[config.mk]
export PLATFORM = sky130hd
export DESIGN_NAME = axi_wr_rsp_tracker
export DESIGN_NICKNAME = d
export VERILOG_FILES = /design/src/rtl/axi_pkg.sv /design/src/rtl/wr_rsp_out_cnt.sv /design/src/rtl/axi_wr_rsp_tracker.sv
export SDC_FILE = /design/constraint.sdc
export NUM_CORES = 1
export LEC_CHECK = 0
export BUFFER_PORTS_ARGS = -buffer_cell sky130_fd_sc_hd__clkbuf_2
export CORE_MARGIN = 5
export CORE_UTILIZATION = 55
export DETAILED_ROUTE_END_ITERATION = 8
export PLACE_DENSITY = 0.8
export SYNTH_ARGS = -nofsm -noshare
export SYNTH_HDL_FRONTEND = slang
export SYNTH_SLANG_ARGS = --single-unit
[constraint.sdc]
create_clock -name clk -period 3.3 [get_ports clk]
set_clock_uncertainty 0.05 [all_clocks]
set_input_delay 0.33 -clock clk [delete_from_list [all_inputs] [get_ports clk]]
set_output_delay 0.33 -clock clk [all_outputs]
set_load 0.02 [all_outputs]
[src/rtl/axi_pkg.sv]
// rtl/axi_pkg.sv - shared AXI types and helpers for the write-response tracker
// Purpose: AXI response codes, ID/response widths, holding-register state
//          encoding and the error-response classifier.
// Ports:   none (package)
package axi_pkg;

    localparam int AXI_ID_W   = 4;
    localparam int AXI_RESP_W = 2;

    typedef enum logic [AXI_RESP_W-1:0] {
        OKAY   = 2'd0,
        EXOKAY = 2'd1,
        SLVERR = 2'd2,
        DECERR = 2'd3
    } resp_e;

    typedef enum logic {
        HOLD_EMPTY = 1'b0,
        HOLD_FULL  = 1'b1
    } hold_st_e;

    function automatic logic is_err_resp(input logic [AXI_RESP_W-1:0] resp);
        return (resp_e'(resp) == SLVERR) || (resp_e'(resp) == DECERR);
    endfunction

endpackage

[src/rtl/wr_rsp_out_cnt.sv]
// rtl/wr_rsp_out_cnt.sv - per-ID outstanding write counter
// Purpose: up/down counter of writes issued but not yet answered for one ID.
// Ports:   clk, rst (sync active-high); inc/dec pulses; cnt value;
//          full (cnt == MAX_OUT) and empty (cnt == 0) flags.
module wr_rsp_out_cnt #(
    parameter int MAX_OUT = 8,
    parameter int CNT_W   = 4
) (
    input  logic             clk,
    input  logic             rst,
    input  logic             inc,
    input  logic             dec,
    output logic [CNT_W-1:0] cnt,
    output logic             full,
    output logic             empty
);

    logic [CNT_W-1:0] cnt_d, cnt_q;

    // Simultaneous inc and dec cancel; the limits are guarded here as well so
    // the counter can never wrap even if a caller misbehaves.
    always_comb begin
        cnt_d = cnt_q;
        if (inc && !dec && (cnt_q != CNT_W'(MAX_OUT))) begin
            cnt_d = cnt_q + CNT_W'(1);
        end else if (dec && !inc && (cnt_q != '0)) begin
            cnt_d = cnt_q - CNT_W'(1);
        end
    end

    always_ff @(posedge clk) begin
        if (rst) begin
            cnt_q <= '0;
        end else begin
            cnt_q <= cnt_d;
        end
    end

    assign cnt   = cnt_q;
    assign full  = (cnt_q == CNT_W'(MAX_OUT));
    assign empty = (cnt_q == '0);

endmodule

[src/rtl/axi_wr_rsp_tracker.sv]
// rtl/axi_wr_rsp_tracker.sv - AXI B-channel sharing and outstanding-write tracker
// Purpose: counts outstanding writes per AWID, accepts B beats, routes each
//          expected beat to its requester through a 1-entry holding register,
//          flags unexpected B / AW overflow and counts error responses.
// Ports:   clk, rst (sync active-high); aw_fire/aw_id/aw_stall (AW side);
//          bvalid/bready/bid/bresp/buser (B channel);
//          done_valid/done_ready/done_resp (per-requester completion);
//          busy, err_cnt, err_unexp, err_clr (status);
//          timeout (only when WR_RSP_TIMEOUT_EN is defined).
// Option:  WR_RSP_TIMEOUT_EN adds the watchdog and buser checking.
module axi_wr_rsp_tracker
    import axi_pkg::*;
#(
    parameter int NUM_REQ     = 4,
    parameter int MAX_OUT     = 8,
    parameter int CNT_W       = 4,
    parameter int ERR_W       = 16,
    parameter int TIMEOUT_CYC = 1024
) (
    input  logic                  clk,
    input  logic                  rst,
    input  logic                  aw_fire,
    input  logic [AXI_ID_W-1:0]   aw_id,
    output logic [NUM_REQ-1:0]    aw_stall,
    input  logic                  bvalid,
    output logic                  bready,
    input  logic [AXI_ID_W-1:0]   bid,
    input  logic [AXI_RESP_W-1:0] bresp,
    input  logic                  buser,
    output logic [NUM_REQ-1:0]    done_valid,
    input  logic [NUM_REQ-1:0]    done_ready,
    output logic [AXI_RESP_W-1:0] done_resp,
    output logic                  busy,
    output logic [ERR_W-1:0]      err_cnt,
    output logic                  err_unexp,
    input  logic                  err_clr
`ifdef WR_RSP_TIMEOUT_EN
    ,
    output logic                  timeout
`endif
);

    logic [NUM_REQ-1:0][CNT_W-1:0] cnt;
    logic [NUM_REQ-1:0] cnt_full, cnt_empty, cnt_inc, cnt_dec;
    logic [NUM_REQ-1:0] aw_sel, bid_sel, hold_sel;
    logic b_acc, b_exp, b_unexp, aw_bad, done_hs, any_out, buser_err;

    hold_st_e              hold_st_d, hold_st_q;
    logic [AXI_ID_W-1:0]   hold_id_d, hold_id_q;
    logic [AXI_RESP_W-1:0] hold_resp_d, hold_resp_q;
    logic [ERR_W-1:0]      err_cnt_d, err_cnt_q;
    logic                  err_unexp_d, err_unexp_q;

    for (genvar g = 0; g < NUM_REQ; g++) begin : g_cnt
        wr_rsp_out_cnt #(.MAX_OUT(MAX_OUT), .CNT_W(CNT_W)) u_cnt (
            .clk   (clk),
            .rst   (rst),
            .inc   (cnt_inc[g]),
            .dec   (cnt_dec[g]),
            .cnt   (cnt[g]),
            .full  (cnt_full[g]),
            .empty (cnt_empty[g])
        );
    end

    // One-hot decodes; an out-of-range ID simply decodes to all zeros.
    always_comb begin
        aw_sel   = '0;
        bid_sel  = '0;
        hold_sel = '0;
        for (int i = 0; i < NUM_REQ; i++) begin
            aw_sel[i]   = aw_fire && (aw_id == AXI_ID_W'(i));
            bid_sel[i]  = (bid == AXI_ID_W'(i));
            hold_sel[i] = (hold_st_q == HOLD_FULL) && (hold_id_q == AXI_ID_W'(i));
        end
    end

    assign done_hs = |(hold_sel & done_ready);
    // Ready looks straight through to the holder's done_ready so a draining
    // register can take the next beat in the same cycle.
    assign bready  = !rst && ((hold_st_q == HOLD_EMPTY) || done_hs);
    assign b_acc   = bvalid && bready;
    // A same-cycle AW on the same ID makes a zero count acceptable.
    assign b_exp   = b_acc && |(bid_sel & (~cnt_empty | aw_sel));
    assign b_unexp = b_acc && !b_exp;
    assign aw_bad  = aw_fire && (!(|aw_sel) || |(aw_sel & cnt_full));
    assign cnt_inc = aw_sel & ~cnt_full;
    assign cnt_dec = b_exp ? bid_sel : '0;
    assign any_out = |(~cnt_empty);

`ifdef WR_RSP_TIMEOUT_EN
    localparam int WD_W = $clog2(TIMEOUT_CYC + 1);
    logic [WD_W-1:0] wd_d, wd_q;
    logic            timeout_d, timeout_q;

    assign buser_err = b_exp && buser;

    always_comb begin
        wd_d      = wd_q;
        timeout_d = timeout_q | (wd_q == WD_W'(TIMEOUT_CYC));
        if (err_clr || b_acc || !any_out) begin
            wd_d = '0;
        end else if (wd_q != WD_W'(TIMEOUT_CYC)) begin
            wd_d = wd_q + WD_W'(1);
        end
        if (err_clr) begin
            timeout_d = 1'b0;
        end
    end

    always_ff @(posedge clk) begin
        if (rst) begin
            wd_q      <= '0;
            timeout_q <= 1'b0;
        end else begin
            wd_q      <= wd_d;
            timeout_q <= timeout_d;
        end
    end

    assign timeout = timeout_q;
`else
    logic [1:0] unused_cfg;
    assign unused_cfg = {buser, (TIMEOUT_CYC == 0)};
    assign buser_err  = 1'b0;
`endif

    always_comb begin
        hold_st_d   = hold_st_q;
        hold_id_d   = hold_id_q;
        hold_resp_d = hold_resp_q;
        if (b_exp) begin
            hold_st_d   = HOLD_FULL;
            hold_id_d   = bid;
            hold_resp_d = bresp;
        end else if (done_hs) begin
            hold_st_d   = HOLD_EMPTY;
        end

        err_cnt_d = err_cnt_q;
        if (err_clr) begin
            err_cnt_d = '0;
        end else if (b_exp && is_err_resp(bresp) && (err_cnt_q != '1)) begin
            err_cnt_d = err_cnt_q + ERR_W'(1);
        end

        err_unexp_d = err_clr ? 1'b0 : (err_unexp_q | aw_bad | b_unexp | buser_err);
    end

    always_ff @(posedge clk) begin
        if (rst) begin
            hold_st_q   <= HOLD_EMPTY;
            hold_id_q   <= '0;
            hold_resp_q <= '0;
            err_cnt_q   <= '0;
            err_unexp_q <= 1'b0;
        end else begin
            hold_st_q   <= hold_st_d;
            hold_id_q   <= hold_id_d;
            hold_resp_q <= hold_resp_d;
            err_cnt_q   <= err_cnt_d;
            err_unexp_q <= err_unexp_d;
        end
    end

    assign aw_stall   = cnt_full;
    assign done_valid = hold_sel;
    assign done_resp  = hold_resp_q;
    assign busy       = any_out || (hold_st_q == HOLD_FULL);
    assign err_cnt    = err_cnt_q;
    assign err_unexp  = err_unexp_q;

endmodule

# After elaboration in Yosys (flattened, before gate mapping)
# Cells that the tools add are included.
# W data, S select, Z words.
# classes
n_addsub	9
n_eq_ne	20
muxes	11
n_bitwise	10
reduce_logical	68
# op_table
operator	n
$mux W4	9
$logic_and A1 B1 Y1	31
$logic_not A4 Y1	7
$eq A4 B2 Y1 const B	6
$reduce_or A4 Y1	5
$add A16 B1 Y16 const B	1
$add A4 B1 Y4 const B	4
$and A4 B4 Y4	4
$eq A4 B4 Y1 const B	4
$ne A16 B16 Y1 const B	1
$ne A4 B4 Y1 const B	4
$reduce_bool A4 Y1	4
$sub A4 B1 Y4 const B	4
$eq A4 B1 Y1 const B	3
$logic_not A1 Y1	11
$reduce_bool A2 Y1	5
$not A4 Y4	2
$eq A2 B2 Y1 const B	2
$logic_or A1 B1 Y1	4
$or A4 B4 Y4	1
$mux W1	2
$or A1 B1 Y1	2
$reduce_or A2 Y1	1
$not A1 Y1	1
# totals
regBits	40
input_bits	20
elab_cells	127

# Logic depth before layout (Yosys ltp)
# Gate-level depths: netlist (run 1).
# logic_depth
word_depth	13
depth_mapped	11

# By module
# Synthesis (run 1) repeated with hierarchy kept, for this count alone.
# unflattened
cells_unflattened	295
hier_area_um2	2570.0
# by_module_without_submodules
module	instances	cells_each	area_each_um2
axi_wr_rsp_tracker	1	175	1423.9
wr_rsp_out_cnt	4	30	286.5

# Worst setup path before layout (run 1)
# OpenSTA, ideal clock, no wires.
# synth_timing
kind	reg2reg
startpoint	register hold_id_q[0]
endpoint	register g_cnt[3].u_cnt.cnt_q[3]
arrival_ns	2.632
required_ns	3.122
path_slack_ns	0.491
stages_incl_launch_ff	10
path_buffers	0
synth_period_minus_slack_ns	2.809
cell_sequence	dfxtp_1 or3_1 o221a_2 o31ai_1 ha_1 a21o_1 a21oi_1 mux2i_1 xnor2_1 nor2_1
# synth_between
elab_chain_len	13
word_cells_on_any_way	22
classes_between	3 x eq/ne; 2 x mux; 1 x bitwise; 16 x reduce/logical
# synth_lines
item	line_no	text
from (decl)	axi_wr_rsp_tracker.sv:49	logic [AXI_ID_W-1:0] hold_id_d, hold_id_q;
from (signal assigned)	axi_wr_rsp_tracker.sv:159	hold_id_q <= hold_id_d;
$eq A4 B1 Y1, or another cell as far along	axi_wr_rsp_tracker.sv:74	hold_sel[i] = (hold_st_q == HOLD_FULL) && (hold_id_q == AXI_ID_W'(i));
$logic_and A1 B1 Y1	axi_wr_rsp_tracker.sv:74	
$and A4 B4 Y4 (*)	axi_wr_rsp_tracker.sv:78	assign done_hs = |(hold_sel & done_ready);
$reduce_or A4 Y1 (*)	axi_wr_rsp_tracker.sv:78	
$logic_or A1 B1 Y1 (*)	axi_wr_rsp_tracker.sv:81	assign bready = !rst && ((hold_st_q == HOLD_EMPTY) || done_hs);
$logic_and A1 B1 Y1 (*)	axi_wr_rsp_tracker.sv:81	
$logic_and A1 B1 Y1 (*)	axi_wr_rsp_tracker.sv:82	assign b_acc = bvalid && bready;
$logic_and A1 B1 Y1 (*)	axi_wr_rsp_tracker.sv:84	assign b_exp = b_acc && |(bid_sel & (~cnt_empty | aw_sel));
$mux W4 (*)	axi_wr_rsp_tracker.sv:88	assign cnt_dec = b_exp ? bid_sel : '0;
$logic_not A1 Y1	wr_rsp_out_cnt.sv:24	if (inc && !dec && (cnt_q != CNT_W'(MAX_OUT))) begin
$logic_and A1 B1 Y1 (2 in series)	wr_rsp_out_cnt.sv:24	
$mux W4 or $reduce_bool A2 Y1 (tied branches)	-	
to (signal assigned)	wr_rsp_out_cnt.sv:35	cnt_q <= cnt_d;
to (decl)	wr_rsp_out_cnt.sv:18	logic [CNT_W-1:0] cnt_d, cnt_q;
# Mark *: on every way between the ends. The rest lies on a longest branch, timed or not.
# A chain may end at the register's enable or synchronous reset.

# Worst setup path in the final report (run 1)
# layout_timing
startpoint	register hold_id_q[1]
endpoint	register g_cnt[2].u_cnt.cnt_q[3]
# layout_between
elab_chain_len	13
word_cells_on_any_way	22
classes_between	3 x eq/ne; 2 x mux; 1 x bitwise; 16 x reduce/logical
# layout_lines
item	line_no
$eq A4 B1 Y1, or another cell as far along	axi_wr_rsp_tracker.sv:74
$logic_and A1 B1 Y1	axi_wr_rsp_tracker.sv:74
$and A4 B4 Y4 (*)	axi_wr_rsp_tracker.sv:78
$reduce_or A4 Y1 (*)	axi_wr_rsp_tracker.sv:78
$logic_or A1 B1 Y1 (*)	axi_wr_rsp_tracker.sv:81
$logic_and A1 B1 Y1 (*)	axi_wr_rsp_tracker.sv:81
$logic_and A1 B1 Y1 (*)	axi_wr_rsp_tracker.sv:82
$logic_and A1 B1 Y1 (*)	axi_wr_rsp_tracker.sv:84
$mux W4 (*)	axi_wr_rsp_tracker.sv:88
$logic_not A1 Y1	wr_rsp_out_cnt.sv:24
$logic_and A1 B1 Y1 (2 in series)	wr_rsp_out_cnt.sv:24
$mux W4 or $reduce_bool A2 Y1 (tied branches)	-
to (signal assigned)	wr_rsp_out_cnt.sv:35
to (decl)	wr_rsp_out_cnt.sv:18
# Marks and branches as above.

==> results of run 1 <==
[logic make-up (layout without fill, tap and decap cells)]
logic type,after synthesis,after routing,share of synthesized area (%)
buffers and inverters,17,63,3.27
AO/OA/AOI/OAI,69,69,18.7
flip-flops,40,40,32.7
adder cells (fa/ha/maj),13,13,7.86
XOR/XNOR,12,12,4.29
multiplexers,12,12,5.56
AND/OR/NAND/NOR,122,122,27.7
[cell type report]
cell class,instances,area share [%]
inverters,4,0.534
multi-input cells,228,55.9
repair buffers,51,9.44
clock inverters,1,0.267
flip-flops and latches,40,28.5
well taps,52,2.32
clock buffers,7,3.07
[power groups by stage]
stage          clock, uW  sequential [uW]  combinational, uW
5_1_grt              367              496                114
3_3_place_gp           0              507                100
3_5_place_dp           0              507                103
2_1_floorplan          0              506               69.0
4_1_cts              353              495                104
6_report             341              495                104
[cell usage in the layout (no fill, tap or decap), drive strengths merged, types with 3 or more instances in the layout]
cell type	synthesis	final
clkbuf	7	54
dfxtp	40	40
a21oi	28	28
nor2	25	25
nand2	20	20
or3	14	14
mux2i	11	11
nand3	11	11
nor3	10	10
o21ai	10	10
o31ai	9	9
or4	9	9
xnor2	9	9
ha	9	9
a21o	8	8
nor3b	5	5
nand4	5	5
nor4b	4	4
inv	4	4
a211oi	4	4
fa	4	4
buf	6	4
nor4	3	3
xor2	3	3
[worst paths after layout]
check,from,endpoint,depth (start not counted)
worst min register to register,err_cnt[9]$_SDFFE_PP0P_,err_cnt[9]$_SDFFE_PP0P_,2
worst min-delay path,bresp[0],done_resp[0]$_SDFFE_PP0N_,3
worst max register to register,hold_id_q[1]$_SDFFE_PP0N_,g_cnt[2].u_cnt.cnt[3]$_SDFFE_PP0P_,10
worst max-delay path,hold_id_q[1]$_SDFFE_PP0N_,g_cnt[2].u_cnt.cnt[3]$_SDFFE_PP0P_,10
[metrics by stage]
step           instances  power [uW]  instance area [um^2]
2_1_floorplan        285         575                  2450
3_3_place_gp         375         607                  2720
3_5_place_dp         375         609                  2720
4_1_cts              383         952                  2810
5_1_grt              383         977                  2810
6_report             383         941                  2810
[metal layers]
metal / global-route usage (%) / vias up / share of wire (%)
met2: 31.4 / 65 / 47
li1: - / 1166 / -
met1: 25.3 / 1066 / 46
met5: 0 / - / 0
met4: 5.24 / 0 / 1.1
met3: 4.33 / 7 / 5.7
[worst min-delay path: stages]
cell	delay, ps
clkbuf_2	80
mux2i_1	60
nor2_1	80
[flip-flops by register name, summed over array words and instances, names as in the netlist]
| signal | count |
|---|---|
| done_resp | 2 |
| err_cnt | 16 |
| err_unexp | 1 |
| g_cnt.u_cnt.cnt | 16 |
| hold_id_q | 4 |
| hold_st_q | 1 |
==> impl_metrics.py, run 1 <==
metrics = {
    "floorplan": {
        "design.core.area_um2": 4320,
        "io_pins": 49,
        "die_y_um": 76.8,
        "row_count": 24,
        "die_w_um": 76.8,
        "die_area_um2": 5890,
        "start_util_pct": 56.7,
    },
    "timing": {
        "hold_viol": 0,
        "slew_headroom_pct": 52.1,
        "fin_ws_ps": 425,
        "rsz0062_at_grt": "no",
        "worst_pin_slew_ps": 719,
        "period_minus_slack_ps": 2870,
        "setup_viol": 0,
        "tns_ps": 0,
        "fmax_mhz": 348,
        "worst_hold_slack_ps": 241,
        "maxSlewViolCount": 0,
        "post-route-period-util_pct": 87.1,
    },
    "yosys": {
        "ys.flop_type": "dfxtp_1",
        "syn_area_um2": 2450,
        "async_reset_ff_share_pct": 0,
        "syn_inst": 285,
        "yosysTopAreaCellShare_pct": 32.7,
        "synthTopCellsByArea": "dfxtp_1 33%, a21oi_1 5.7%, ha_1 4.6%",
        "yosys_warnings": 0,
        "ys_types": 49,
        "synth-seq-cells": 40,
        "synth_common_cells": "40 x dfxtp_1, 28 x a21oi_1, 25 x nor2_1",
        "synth_edf_count": 0,
        "yosysSeqAreaShare_pct": 32.7,
        "avgSynthCellArea_um2": 8.60,
        "synth.most_common_cell": "dfxtp_1",
        "yosys.area.top_type": "dfxtp_1",
        "syn_nets": 318,
    },
    "worst_setup_path": {
        "critical_path_class": "reg2reg",
        "path_cells": "mux2i_1 -> o221ai_2 -> a21boi_0 -> inv_1 -> ha_1 -> a21o_1 -> a21oi_1 -> mux2i_1 -> xor2_1 -> nor2_1",
        "cp_max_fo": 8,
        "crit_required_ps": 3430,
        "worstSetupStartpointType": "flop",
        "path_delay_family": "compound AO/OA/AOI/OAI gates",
        "cp_slowest_stage_delay_ps": 470,
        "path_common_cell": "mux2i_1",
        "critPathBufInv": 1,
        "arrival_ps": 3010,
        "cp-end-kind": "flop",
        "slowest_stage": "dfxtp_1",
        "r2r_slack_ps": 430,
    },
    "clock_network": {
        "clk_latency_ps": 290,
        "path_clk_slew_ps": 70,
        "hold_buffers": 0,
        "cts_resized": 0,
        "cts_inserted_buffers": 5,
        "clock-sinks": 40,
        "htreeDepth": 2,
        "cts_max_path_buffers": 2,
        "cts_setup_buffers": 0,
        "cts_tree": "yes",
        "clock-root-buffer": "clkbuf_8",
    },
    "layout": {
        "num_antenna_cells": 0,
        "final_core_util_pct": 65.0,
        "drive_gt1_share_pct": 19.9,
        "multi_input_area_um2": 1570,
        "final_nets": 363,
        "synthToLayoutAreaGrowth_pct": 14.7,
        "regArea_um2": 801,
        "fillers": 374,
    },
    "status": {
        "outcome": "complete, no violations",
    },
    "power": {
        "pwr-share-seq_pct": 52.6,
        "powerDensity_nw_per_um2": 335,
        "swShare_pct": 25.6,
        "vdd_ir_drop_max_mv": 0.294,
        "p_switching_uw": 241,
        "combPwrFrac_pct": 11.1,
        "p_int_uw": 700,
        "p_leak_uw": 0.00111,
        "clkPwrFrac_pct": 36.3,
    },
    "grt": {
        "grt_overflow_total": 0,
        "grt_pass1_vias": 2169,
        "grt_max_degree": 19,
        "grt_pass1_wl_mm": 9.72,
        "antenna_found_initial": 0,
        "gr-usage-all-layers_pct": 19.2,
    },
    "route": {
        "vias_per_cell": 6.02,
        "ant_nets": 0,
        "initialDrtViolationCount": 149,
        "routed_wl_mm": 5.75,
        "dr.pass1.iters": 4,
        "post_drt_wl_per_cell_um": 15.0,
        "drc_errors": 0,
        "vias": 2304,
    },
    "min_path": {
        "hp-class": "in2reg",
    },
    "placement": {
        "portBuffers": 47,
        "routabilityCongestion": 0.838,
        "pre_cts_ws_ps": 299,
        "dp_hpwl_mm": 4.28,
    },
    "flow_run": {
        "max_cap_viol_count": 0,
    },
}
Note: power is estimated with default switching activity, not from simulation.
==> run 2: changes to the inputs <==
BUFFER_PORTS_ARGS = unset   (was -buffer_cell sky130_fd_sc_hd__clkbuf_2)
CORE_UTILIZATION = 63   (was 55)
DONT_BUFFER_PORTS = 1   (was unset)
PLACE_DENSITY = 0.79   (was 0.8)
SYNTH_HIERARCHICAL = 1   (was unset)
==> run 2 against run 1 <==
  * Area after synthesis increased by 4.8%
  * Flip-flop and latch count unchanged
  * Synthesized cell count increased by 3.5%
  * Utilization increased by 7.3 points
  * Critical path type unchanged
==> impl_metrics.py, run 2 <==
metrics = {
    "yosys": {
        "yosys.area.top_type": "dfxtp_1",
        "synth.most_common_cell": "dfxtp_1",
        "ys.flop_type": "dfxtp_1",
        "syn_area_um2": 2570,
        "async_reset_ff_share_pct": 0,
        "yosysSeqAreaShare_pct": 31.2,
        "syn_inst": 295,
        "syn_nets": 328,
        "yosys_warnings": 6,
        "synthTopCellsByArea": "dfxtp_1 31%, a21oi_1 5.5%, xnor2_1 5.5%",
        "synth_edf_count": 0,
        "avgSynthCellArea_um2": 8.71,
        "synth_common_cells": "40 x dfxtp_1, 33 x nor2_1, 31 x nand2_1",
        "ys_types": 51,
        "synth-seq-cells": 40,
        "yosysTopAreaCellShare_pct": 31.2,
    },
    "grt": {
        "grt_overflow_total": 0,
        "gr-usage-all-layers_pct": 22.7,
        "grt_pass1_vias": 2145,
        "grt_pass1_wl_mm": 9.70,
        "grt_max_degree": 28,
        "antenna_found_initial": 0,
    },
    "clock_network": {
        "cts_max_path_buffers": 2,
        "htreeDepth": 2,
        "cts_tree": "yes",
        "clock-sinks": 40,
        "clock-root-buffer": "clkbuf_8",
        "clk_latency_ps": 300,
        "hold_buffers": 0,
        "path_clk_slew_ps": 80,
        "cts_inserted_buffers": 5,
    },
    "route": {
        "vias": 2244,
        "drc_errors": 0,
        "initialDrtViolationCount": 125,
        "dr.pass1.iters": 4,
        "post_drt_wl_per_cell_um": 15.9,
        "ant_nets": 0,
        "routed_wl_mm": 5.76,
        "vias_per_cell": 6.18,
    },
    "layout": {
        "final_cell_mix": "39 x dfxtp_1, 32 x nor2_1, 30 x nand2_1",
        "num_antenna_cells": 0,
        "final_core_util_pct": 72.2,
        "instances_no_fill": 363,
        "synthToLayoutAreaGrowth_pct": 11.6,
        "regArea_um2": 802,
        "fillers": 294,
        "drive_gt1_share_pct": 20.4,
        "final_nets": 345,
        "multi_input_area_um2": 1740,
        "final_common_cell": "dfxtp_1",
    },
    "placement": {
        "portBuffers": 0,
        "routabilityCongestion": 0.858,
        "dp_hpwl_mm": 4.24,
        "dp_cells": 353,
    },
    "worst_setup_path": {
        "critical_path_class": "reg2reg",
        "crit_required_ps": 3490,
        "cp_max_fo": 4,
        "worstSetupStartpointType": "flop",
        "cp-end-kind": "flop",
        "arrival_ps": 3370,
    },
    "power": {
        "vdd_ir_drop_max_mv": 0.222,
        "powerDensity_nw_per_um2": 305,
        "p_leak_uw": 0.000958,
    },
    "floorplan": {
        "die_area_um2": 5460,
        "die_w_um": 73.9,
        "row_count": 23,
        "die_y_um": 73.9,
        "design.core.area_um2": 3970,
        "start_util_pct": 64.7,
        "io_pins": 49,
    },
    "timing": {
        "slew_headroom_pct": 49.8,
        "fmax_mhz": 314,
        "worst_pin_slew_ps": 750,
        "setup_viol": 0,
        "period_minus_slack_ps": 3180,
        "post-route-period-util_pct": 96.4,
        "hold_viol": 0,
        "tns_ps": 0,
        "maxSlewViolCount": 0,
    },
    "min_path": {
        "hp-class": "in2reg",
    },
    "status": {
        "outcome": "complete, no violations",
    },
    "flow_run": {
        "max_cap_viol_count": 0,
    },
}
## run 2: cell types whose count changed in the layout (fill, tap and decap cells not counted), sizes merged, moves of 5 or more
| cell | previous run | this run |
|---|---|---|
| clkbuf | 54 | 6 |
| buf | 4 | 19 |
| nand2 | 20 | 31 |
| mux2i | 11 | 2 |
| nor2 | 25 | 33 |
| xnor2 | 9 | 16 |
| nand3 | 11 | 6 |
| o31ai | 9 | 4 |
| or2 | 1 | 6 |
| or3 | 14 | 9 |
| or4 | 9 | 4 |
## run 2: where the power goes
| part | internal [uW] | switching (uW) | leakage, uW |
|---|---|---|---|
| logic | 18.9 | 23.2 | 0.000592 |
| registers | 484 | 2.81 | 0.000323 |
| clock network | 169 | 178 | 0.0000434 |
| total | 672 | 204 | 0.000958 |
## run 2: per-layer routing
metal	GRT usage, %	wire (um)	share of wire, %	up-vias
li1	-	-	-	1102
met1	29.9	2460	43	1066
met2	35.6	2780	48	72
met3	5.88	480	8.3	4
met4	8.65	39	0.68	0
met5	0	0	0	-
## run 2: through the flow
step | hold slack, ps | total power (uW) | setup WS [ps] | instance area [um^2]
5_1_grt | 21.2 | 906 | -42.6 | 2870
6_report | 39.8 | 876 | 120 | 2870
4_1_cts | 30.7 | 882 | 1.58 | 2810
3_5_place_dp | 354 | 538 | -9.43 | 2710
3_3_place_gp | 353 | 537 | 46.2 | 2710
2_1_floorplan | 349 | 534 | 79.3 | 2570
## run 2: worst max-delay path, stage by stage (launching register included)
cell	delay (ps)
dfxtp_1	330
nor4_2	320
buf_4	170
nand2b_1	70
a21oi_2	160
a311oi_4	70
o21ai_2	220
nor3b_2	80
or2b_1	250
or2_2	320
ha_1	280
a21o_1	170
a21oi_1	190
mux4_2	330
nor2_1	110
## run 2: worst paths after layout
kind / start / end / slack (ps) / cells past startpoint
max: g_cnt[0].u_cnt/cnt[1]$_SDFFE_PP0P_ / g_cnt[2].u_cnt/cnt[3]$_SDFFE_PP0P_ / 120 / 14
min: rst / done_resp[0]$_SDFFE_PP0N_ / 40 / 1
max reg2reg: g_cnt[0].u_cnt/cnt[1]$_SDFFE_PP0P_ / g_cnt[2].u_cnt/cnt[3]$_SDFFE_PP0P_ / 120 / 14
min reg2reg: hold_id_q[3]$_SDFFE_PP0N_ / hold_id_q[3]$_SDFFE_PP0N_ / 450 / 1
## run 2: cells by family after synthesis
kind of cell | Yosys count | share of synthesized area, %
simple gates | 142 | 31.1
compound gates | 61 | 16.4
flops | 40 | 31.2
xor+xnor | 17 | 5.79
buf+inv | 15 | 2.87
fa+ha+maj | 13 | 7.50
mux | 7 | 5.16
## run 2: repair_timing
action | in CTS | in global routing
endpoints found under the setup margin | 2 | 4
resized for setup | 1 | 11
setup buffers | 0 | 2
pin swaps | 0 | 4
## run 2: area by class of cell
| class | count | area share [%] |
|---|---|---|
| Inverter | 6 | 0.785 |
| Clock buffer | 6 | 2.88 |
| Sequential cell | 40 | 28.0 |
| Tap cell | 50 | 2.18 |
| Timing Repair Buffer | 19 | 4.97 |
| Clock inverter | 2 | 0.523 |
| Multi-Input combinational cell | 240 | 60.7 |
